--- src/rtl/sram_block_mover_if.sv ---
// ---------------------------------------------------------------------------
// sram_block_mover_if
//   Groups the command handshake and the SRAM bus of sram_block_mover.
//
//   Command side : start, op, src, dst, len, pattern  -> engine
//                  busy, done, err, result            <- engine
//   SRAM side    : Address, SRAMRead, SRAMWrite, Datain <- engine
//                  Dataout (combinational SRAM read data) -> engine
//
//   Handshake: start is sampled only while busy=0. An accepted start raises
//   busy on the next cycle; busy stays high through the final cycle, in which
//   done pulses for exactly one cycle. A start seen while busy=1 is dropped,
//   never queued. Command fields only need to be valid in the accepting cycle.
//
//   Modports:
//     master - the engine (serves commands, masters the SRAM bus)
//     slave  - the environment (control path issuing commands + the SRAM)
// ---------------------------------------------------------------------------
interface sram_block_mover_if #(
    parameter int ADDR_W = 8,
    parameter int DATA_W = 8
);
    logic              start;
    logic [1:0]        op;
    logic [ADDR_W-1:0] src;
    logic [ADDR_W-1:0] dst;
    logic [ADDR_W-1:0] len;
    logic [DATA_W-1:0] pattern;
    logic              busy;
    logic              done;
    logic              err;
    logic [DATA_W-1:0] result;
    logic [ADDR_W-1:0] Address;
    logic              SRAMRead;
    logic              SRAMWrite;
    logic [DATA_W-1:0] Datain;
    logic [DATA_W-1:0] Dataout;

    modport master (
        input  start, op, src, dst, len, pattern, Dataout,
        output busy, done, err, result, Address, SRAMRead, SRAMWrite, Datain
    );

    modport slave (
        output start, op, src, dst, len, pattern, Dataout,
        input  busy, done, err, result, Address, SRAMRead, SRAMWrite, Datain
    );
endinterface

--- src/rtl/sram_block_mover.sv ---
// ---------------------------------------------------------------------------
// sram_block_mover
//   Block FILL / COPY (memmove-safe) / optional CHECKSUM engine mastering a
//   2^ADDR_W x DATA_W single-port SRAM with combinational read data.
//
//   Ports:
//     clk         : clock, all state on posedge
//     Reset_n     : asynchronous active-low reset
//     bus         : sram_block_mover_if.master (command handshake + SRAM bus)
//     o_dbg_state : current FSM state encoding (debug observation)
//
//   Optional feature macro: SRAM_MOVER_CSUM_EN
//     defined   -> op=10 runs CHECKSUM, result is live
//     undefined -> CS_RD state and summing removed, op=10 is illegal,
//                  result tied to 0
// ---------------------------------------------------------------------------
module sram_block_mover #(
    parameter int ADDR_W = 8,
    parameter int DATA_W = 8
) (
    input  logic                 clk,
    input  logic                 Reset_n,
    sram_block_mover_if.master   bus,
    output logic [2:0]           o_dbg_state
);

    localparam logic [1:0] OP_FILL = 2'b00;
    localparam logic [1:0] OP_COPY = 2'b01;
`ifdef SRAM_MOVER_CSUM_EN
    localparam logic [1:0] OP_CSUM = 2'b10;
`endif

    typedef enum logic [2:0] {
        S_IDLE    = 3'd0,
        S_FILL_WR = 3'd1,
        S_CP_RD   = 3'd2,
        S_CP_WR   = 3'd3,
`ifdef SRAM_MOVER_CSUM_EN
        S_CS_RD   = 3'd4,
`endif
        S_DONE    = 3'd5
    } state_t;

    state_t            r_state;
    state_t            w_next;

    logic [ADDR_W-1:0] r_src_ptr;
    logic [ADDR_W-1:0] r_dst_ptr;
    logic [ADDR_W-1:0] r_rem;
    logic [ADDR_W-1:0] r_last_addr;
    logic [DATA_W-1:0] r_pattern;
    logic [DATA_W-1:0] r_hold;
    logic [DATA_W-1:0] r_last_data;
    logic              r_desc;
    logic              r_err;

    logic              w_rd;
    logic              w_wr;
    logic [ADDR_W-1:0] w_addr;
    logic [DATA_W-1:0] w_din;
    logic              w_illegal;
    logic              w_desc;
    logic              w_last;
    logic [ADDR_W-1:0] w_diff;
    logic [ADDR_W-1:0] w_step;

`ifdef SRAM_MOVER_CSUM_EN
    logic [DATA_W-1:0] r_sum;
    logic [DATA_W-1:0] r_result;
    logic [DATA_W-1:0] w_sum_next;

    assign w_illegal  = (bus.op == 2'b11);
    assign w_sum_next = r_sum + bus.Dataout;
    assign bus.result = r_result;
`else
    assign w_illegal  = bus.op[1];
    assign bus.result = '0;
`endif

    // Overlap test for memmove: only when the destination lies inside the
    // source window (modular distance) would an ascending copy clobber
    // source bytes before they are read.
    assign w_diff = bus.dst - bus.src;
    assign w_desc = (bus.op == OP_COPY) && (bus.dst != bus.src) && (w_diff < bus.len);
    assign w_last = (r_rem == ADDR_W'(1));
    assign w_step = r_desc ? '1 : ADDR_W'(1);

    // State register
    always_ff @(posedge clk or negedge Reset_n) begin
        if (!Reset_n) begin
            r_state <= S_IDLE;
        end else begin
            r_state <= w_next;
        end
    end

    // Next state and SRAM bus. Outside access states Address/Datain replay
    // the last driven value so the bus holds steady.
    always_comb begin
        w_next = r_state;
        w_rd   = 1'b0;
        w_wr   = 1'b0;
        w_addr = r_last_addr;
        w_din  = r_last_data;
        case (r_state)
            S_IDLE: begin
                if (bus.start) begin
                    if (w_illegal || (bus.len == '0)) begin
                        w_next = S_DONE;
                    end else begin
                        case (bus.op)
                            OP_FILL: w_next = S_FILL_WR;
                            OP_COPY: w_next = S_CP_RD;
`ifdef SRAM_MOVER_CSUM_EN
                            OP_CSUM: w_next = S_CS_RD;
`endif
                            default: w_next = S_DONE;
                        endcase
                    end
                end
            end
            S_FILL_WR: begin
                w_wr   = 1'b1;
                w_addr = r_dst_ptr;
                w_din  = r_pattern;
                if (w_last) w_next = S_DONE;
            end
            S_CP_RD: begin
                w_rd   = 1'b1;
                w_addr = r_src_ptr;
                w_next = S_CP_WR;
            end
            S_CP_WR: begin
                w_wr   = 1'b1;
                w_addr = r_dst_ptr;
                w_din  = r_hold;
                w_next = w_last ? S_DONE : S_CP_RD;
            end
`ifdef SRAM_MOVER_CSUM_EN
            S_CS_RD: begin
                w_rd   = 1'b1;
                w_addr = r_src_ptr;
                if (w_last) w_next = S_DONE;
            end
`endif
            S_DONE: begin
                w_next = S_IDLE;
            end
            default: begin
                w_next = S_IDLE;
            end
        endcase
    end

    // Datapath: pointers, remaining count, copy hold byte, sum.
    always_ff @(posedge clk or negedge Reset_n) begin
        if (!Reset_n) begin
            r_src_ptr   <= '0;
            r_dst_ptr   <= '0;
            r_rem       <= '0;
            r_last_addr <= '0;
            r_pattern   <= '0;
            r_hold      <= '0;
            r_last_data <= '0;
            r_desc      <= 1'b0;
            r_err       <= 1'b0;
`ifdef SRAM_MOVER_CSUM_EN
            r_sum       <= '0;
            r_result    <= '0;
`endif
        end else begin
            r_last_addr <= w_addr;
            r_last_data <= w_din;
            case (r_state)
                S_IDLE: begin
                    if (bus.start) begin
                        r_err     <= w_illegal;
                        r_rem     <= bus.len;
                        r_pattern <= bus.pattern;
                        r_desc    <= w_desc;
                        // Descending copies start at the top byte of each block.
                        r_src_ptr <= w_desc ? (bus.src + bus.len - ADDR_W'(1)) : bus.src;
                        r_dst_ptr <= w_desc ? (bus.dst + bus.len - ADDR_W'(1)) : bus.dst;
`ifdef SRAM_MOVER_CSUM_EN
                        r_sum     <= '0;
`endif
                    end
                end
                S_FILL_WR: begin
                    r_dst_ptr <= r_dst_ptr + ADDR_W'(1);
                    r_rem     <= r_rem - ADDR_W'(1);
                end
                S_CP_RD: begin
                    r_hold <= bus.Dataout;
                end
                S_CP_WR: begin
                    r_src_ptr <= r_src_ptr + w_step;
                    r_dst_ptr <= r_dst_ptr + w_step;
                    r_rem     <= r_rem - ADDR_W'(1);
                end
`ifdef SRAM_MOVER_CSUM_EN
                S_CS_RD: begin
                    r_src_ptr <= r_src_ptr + ADDR_W'(1);
                    r_rem     <= r_rem - ADDR_W'(1);
                    r_sum     <= w_sum_next;
                    if (w_last) r_result <= w_sum_next;
                end
`endif
                default: begin
                end
            endcase
        end
    end

    assign bus.busy      = (r_state != S_IDLE);
    assign bus.done      = (r_state == S_DONE);
    assign bus.err       = r_err;
    assign bus.Address   = w_addr;
    assign bus.SRAMRead  = w_rd;
    assign bus.SRAMWrite = w_wr;
    assign bus.Datain    = w_din;
    assign o_dbg_state   = r_state;

endmodule
--- src/flat_wrapper.sv ---
// flat-port wrapper written by rule: the top's interface ports become plain ports
module sram_block_mover_flat 
#(
    parameter int ADDR_W = 8,
    parameter int DATA_W = 8
)
  (clk, Reset_n, o_dbg_state, bus_start, bus_op, bus_src, bus_dst, bus_len, bus_pattern, bus_Dataout, bus_busy, bus_done, bus_err, bus_result, bus_Address, bus_SRAMRead, bus_SRAMWrite, bus_Datain);
  sram_block_mover_if #(.ADDR_W(ADDR_W), .DATA_W(DATA_W)) bus_i ();
  input  logic clk;
  input  logic Reset_n;
  output logic [2:0] o_dbg_state;
  input wire logic [$bits(bus_i.start)-1:0] bus_start;
  input wire logic [$bits(bus_i.op)-1:0] bus_op;
  input wire logic [$bits(bus_i.src)-1:0] bus_src;
  input wire logic [$bits(bus_i.dst)-1:0] bus_dst;
  input wire logic [$bits(bus_i.len)-1:0] bus_len;
  input wire logic [$bits(bus_i.pattern)-1:0] bus_pattern;
  input wire logic [$bits(bus_i.Dataout)-1:0] bus_Dataout;
  output wire logic [$bits(bus_i.busy)-1:0] bus_busy;
  output wire logic [$bits(bus_i.done)-1:0] bus_done;
  output wire logic [$bits(bus_i.err)-1:0] bus_err;
  output wire logic [$bits(bus_i.result)-1:0] bus_result;
  output wire logic [$bits(bus_i.Address)-1:0] bus_Address;
  output wire logic [$bits(bus_i.SRAMRead)-1:0] bus_SRAMRead;
  output wire logic [$bits(bus_i.SRAMWrite)-1:0] bus_SRAMWrite;
  output wire logic [$bits(bus_i.Datain)-1:0] bus_Datain;
  assign bus_i.start = bus_start;
  assign bus_i.op = bus_op;
  assign bus_i.src = bus_src;
  assign bus_i.dst = bus_dst;
  assign bus_i.len = bus_len;
  assign bus_i.pattern = bus_pattern;
  assign bus_i.Dataout = bus_Dataout;
  assign bus_busy = bus_i.busy;
  assign bus_done = bus_i.done;
  assign bus_err = bus_i.err;
  assign bus_result = bus_i.result;
  assign bus_Address = bus_i.Address;
  assign bus_SRAMRead = bus_i.SRAMRead;
  assign bus_SRAMWrite = bus_i.SRAMWrite;
  assign bus_Datain = bus_i.Datain;
  sram_block_mover #(.ADDR_W(ADDR_W), .DATA_W(DATA_W)) u_core (.clk(clk), .Reset_n(Reset_n), .bus(bus_i), .o_dbg_state(o_dbg_state));
endmodule
--- config.mk ---
export PLATFORM = sky130hd
export DESIGN_NAME = sram_block_mover_flat
export DESIGN_NICKNAME = d
export VERILOG_FILES = /design/src/rtl/sram_block_mover_if.sv /design/src/rtl/sram_block_mover.sv /design/src/flat_wrapper.sv
export SDC_FILE = /design/constraint.sdc
export NUM_CORES = 1
export LEC_CHECK = 0
export ABC_AREA = 0
export CORE_MARGIN = 4
export CORE_UTILIZATION = 54
export DETAILED_ROUTE_END_ITERATION = 8
export PLACE_DENSITY_LB_ADDON = 0.2
export RECOVER_POWER = 50
export SKIP_CTS_REPAIR_TIMING = 1
export SYNTH_ARGS = -nofsm -noshare
export SYNTH_HDL_FRONTEND = slang
export SYNTH_SLANG_ARGS = --single-unit
--- constraint.sdc ---
create_clock -name clk -period 6.55 [get_ports clk]
set_clock_uncertainty 0.2 [all_clocks]
set_input_delay 0.655 -clock clk [delete_from_list [all_inputs] [get_ports clk]]
set_output_delay 0.655 -clock clk [all_outputs]
set_load 0.05 [all_outputs]
==> impl_metrics.tcl <==
set metrics [dict create \
    status "finished, violations left" \
    violations "capacitance limit, slew limit" \
    die_w_um 102 \
    synthFlopType "dfrtp_1" \
    hold_path_depth 2 \
    synth_top_cell_by_area "dfrtp_1" \
    antenna_found_initial 0 \
    cp_max_fo 35 \
    start_util_pct 56.6 \
    tns_ps 0 \
    fmax_ghz 0.214 \
    worstMarginPinSlew_ps 3230 \
    ys_seq_area_share_pct 32.2 \
    cts_tree "done" \
    antenna_cells 0 \
    cts_buffers 9 \
    synth_edf_count 0 \
    max_slew_margin_pct -115 \
    cts.clk_slew.worst_paths_ps 70 \
    synth_area_um2 4750 \
    grt_max_degree 62 \
    viasPerCell 5.71 \
    overflow 0 \
    synth_top_family_by_area "compound AO/OA/AOI/OAI gates" \
    drive_above_1_share_pct 4.92 \
    fillers 678 \
    grt_use_total_pct 24.9 \
    rrSetupSlack_ps 1890 \
    slew_viol_final 98 \
    drc 0 \
    r2r.worst_path.cells 12 \
    wl_um 12100 \
    syn_inst 564 \
    synth_most_common_cell "inv_1" \
    io_buffer_count 68 \
    synthArstFlopShare_pct 100 \
    ys_top_cells_by_count "inv_1, nand2_1, dfrtp_1" \
    hp-class "reg2reg" \
    p_leak_nw 2.78 \
    synth_xor_area_share_pct 4.61 \
    crit_arrival_ps 4710 \
    avgRoutedWirePerCell_um 16.5 \
    power_density_nw_per_um2 480 \
    cp.required_ps 6600 \
    finalPower_mw 2.75 \
    min_period_ps 4660 \
    cp-start-kind "flip-flop" \
    ant_nets 0 \
    rows 33 \
    synth-seq-cells 61 \
    finalSetupViolCount 0 \
    rsz0062_at_grt "false" \
    final_nets 729 \
    grt_pass1_wl_um 20400 \
    cts_max_path_buffers 2 \
    irDropWorstVdd_uv 211 \
    crit_type "reg2reg" \
    drt-initial-drc-count 290 \
    gp_congestion 0.910 \
    muxShareOfSynthArea_pct 4.22 \
    vias 4200 \
    first_pass_iters 5 \
    dp_hpwl_um 9300 \
    root_buffer "clkbuf_8" \
    hold_viol_final 0 \
    ys_warn_count 0 \
    htree_levels 3 \
    drv_cap 2 \
    synth_compound_area_share_pct 19.2 \
    yosys.area_share.simple_pct 14.8 \
    dieArea_um2 10400 \
    grt_pass1_vias 4236 \
    worst_setup_path_end_kind "flip-flop" \
    synthTopCellsByArea "dfrtp_1, ha_1, inv_1" \
    post-route-period-util_pct 71.2 \
    io_pins 77 \
    syn_to_final_growth_pct 20.7 \
    yosysUniqueCellTypes 48 \
    chipHeight_um 102 \
    synth_top_cell_area_share_pct 32.2 \
    core_area_um2 8380 \
    syn_avg_cell_area_um2 8.41 \
    synthAdderAreaFrac_pct 16.3 \
    cts.sinks 61 \
    hold_ws_ps 277 \
    clk-insertion-delay-late_ps 340 \
]
==> placed cells by master, fill, tap and decap left out, types with 3 or more instances in the layout <==
| cell | n |
|---|---|
| a21o_1 | 8 |
| a21oi_1 | 51 |
| a221o_1 | 4 |
| a22oi_1 | 15 |
| a31oi_1 | 3 |
| and3_1 | 3 |
| bufinv_16 | 4 |
| clkbuf_8 | 9 |
| clkdlybuf4s50_1 | 65 |
| conb_1 | 8 |
| dfrtp_1 | 61 |
| fa_1 | 5 |
| ha_1 | 54 |
| inv_1 | 70 |
| mux2_2 | 8 |
| mux2i_1 | 11 |
| nand2_1 | 62 |
| nand2b_1 | 8 |
| nand3_1 | 4 |
| nor2_1 | 41 |
| nor2b_1 | 8 |
| nor3_1 | 9 |
| nor4_1 | 3 |
| o21a_1 | 3 |
| o21ai_0 | 40 |
| o21bai_1 | 3 |
| o221ai_1 | 9 |
| or3_1 | 6 |
| xnor2_1 | 14 |
| xor2_1 | 11 |
==> per-stage QoR <==
step / setup WS, ps / area (µm²) / cells / util, %
floorplan: 2690 / 4770 / 571 / -
global placement: 2100 / 5470 / 719 / 65.2
detailed placement: 2040 / 5470 / 719 / 65.2
CTS: 2180 / 5740 / 735 / 68.4
global route: 1510 / 5730 / 735 / 68.3
finish: 1890 / 5730 / 735 / 68.3
==> sequential cells by signal, indices dropped and copies added (netlist names) <==
name and flops:
u_core.r_src_ptr 8, u_core.r_rem 8, u_core.r_pattern 8, u_core.r_hold 8
u_core.r_dst_ptr 8, u_core.o_dbg_state 3, u_core.r_last_addr 8, u_core.r_desc 1
u_core.bus.err 1, u_core.r_last_data 8
==> cells by family (layout without fill, tap and decap cells) <==
logic type               Yosys count  count (layout)
XOR/XNOR                          25              25
AND/OR/NAND/NOR                  152             152
other                              1               8
buffers and inverters             99             158
flip-flops                        61              61
AO/OA/AOI/OAI                    148             148
adder cells (fa/ha/maj)           59              59
multiplexers                      19              19
==> critical path, stage by stage, from the launching register on <==
cell and delay (ps):
dfrtp_1 930, nand2b_1 240, clkbuf_1 1140, nor2_1 180
nand2_1 180, inv_1 140, ha_1 300, a21oi_1 210
o211ai_1 190, o31ai_1 310, xnor2_1 160, or3_1 330
o221ai_1 80
==> final timing paths <==
path / from / end
setup / recovery: u_core.o_dbg_state[2]$_DFFE_PN0P_ / u_core.r_dst_ptr[7]$_DFFE_PN0P_
hold / removal: u_core.r_pattern[6]$_DFFE_PN0P_ / u_core.r_pattern[6]$_DFFE_PN0P_
setup reg to reg: u_core.o_dbg_state[2]$_DFFE_PN0P_ / u_core.r_dst_ptr[7]$_DFFE_PN0P_
hold reg to reg: u_core.r_pattern[6]$_DFFE_PN0P_ / u_core.r_pattern[6]$_DFFE_PN0P_
max in group asynchronous: Reset_n / u_core.r_hold[4]$_DFFE_PN0P_
min in group asynchronous: Reset_n / u_core.r_src_ptr[3]$_DFFE_PN0P_
==> metal layers <==
layer / wire length [µm] / track usage [%] / up-vias / share of wire [%]
met5: 0 / 0 / - / 0
met4: 257 / 7.06 / 0 / 2.1
met3: 732 / 3.99 / 27 / 6.0
met2: 5850 / 41.5 / 130 / 48
met1: 5260 / 33.5 / 1993 / 43
li1: - / - / 2050 / -
==> cell type report <==
type                    instances  area (µm²)  area share, %
clock inverters                 7         145           2.53
clock buffers                   9         124           2.16
inverters                      70         263           4.59
repair buffers                 72         698           12.2
well taps                     105         131           2.29
multi-input cells             411        2840           49.6
flip-flops and latches         61        1530           26.6
==> power breakdown <==
part | switching (mW) | internal (mW)
combinational | 0.962 | 0.600
clock | 0.159 | 0.294
sequential | 0.167 | 0.566
No activity file was read; power rests on OpenSTA's default activity.
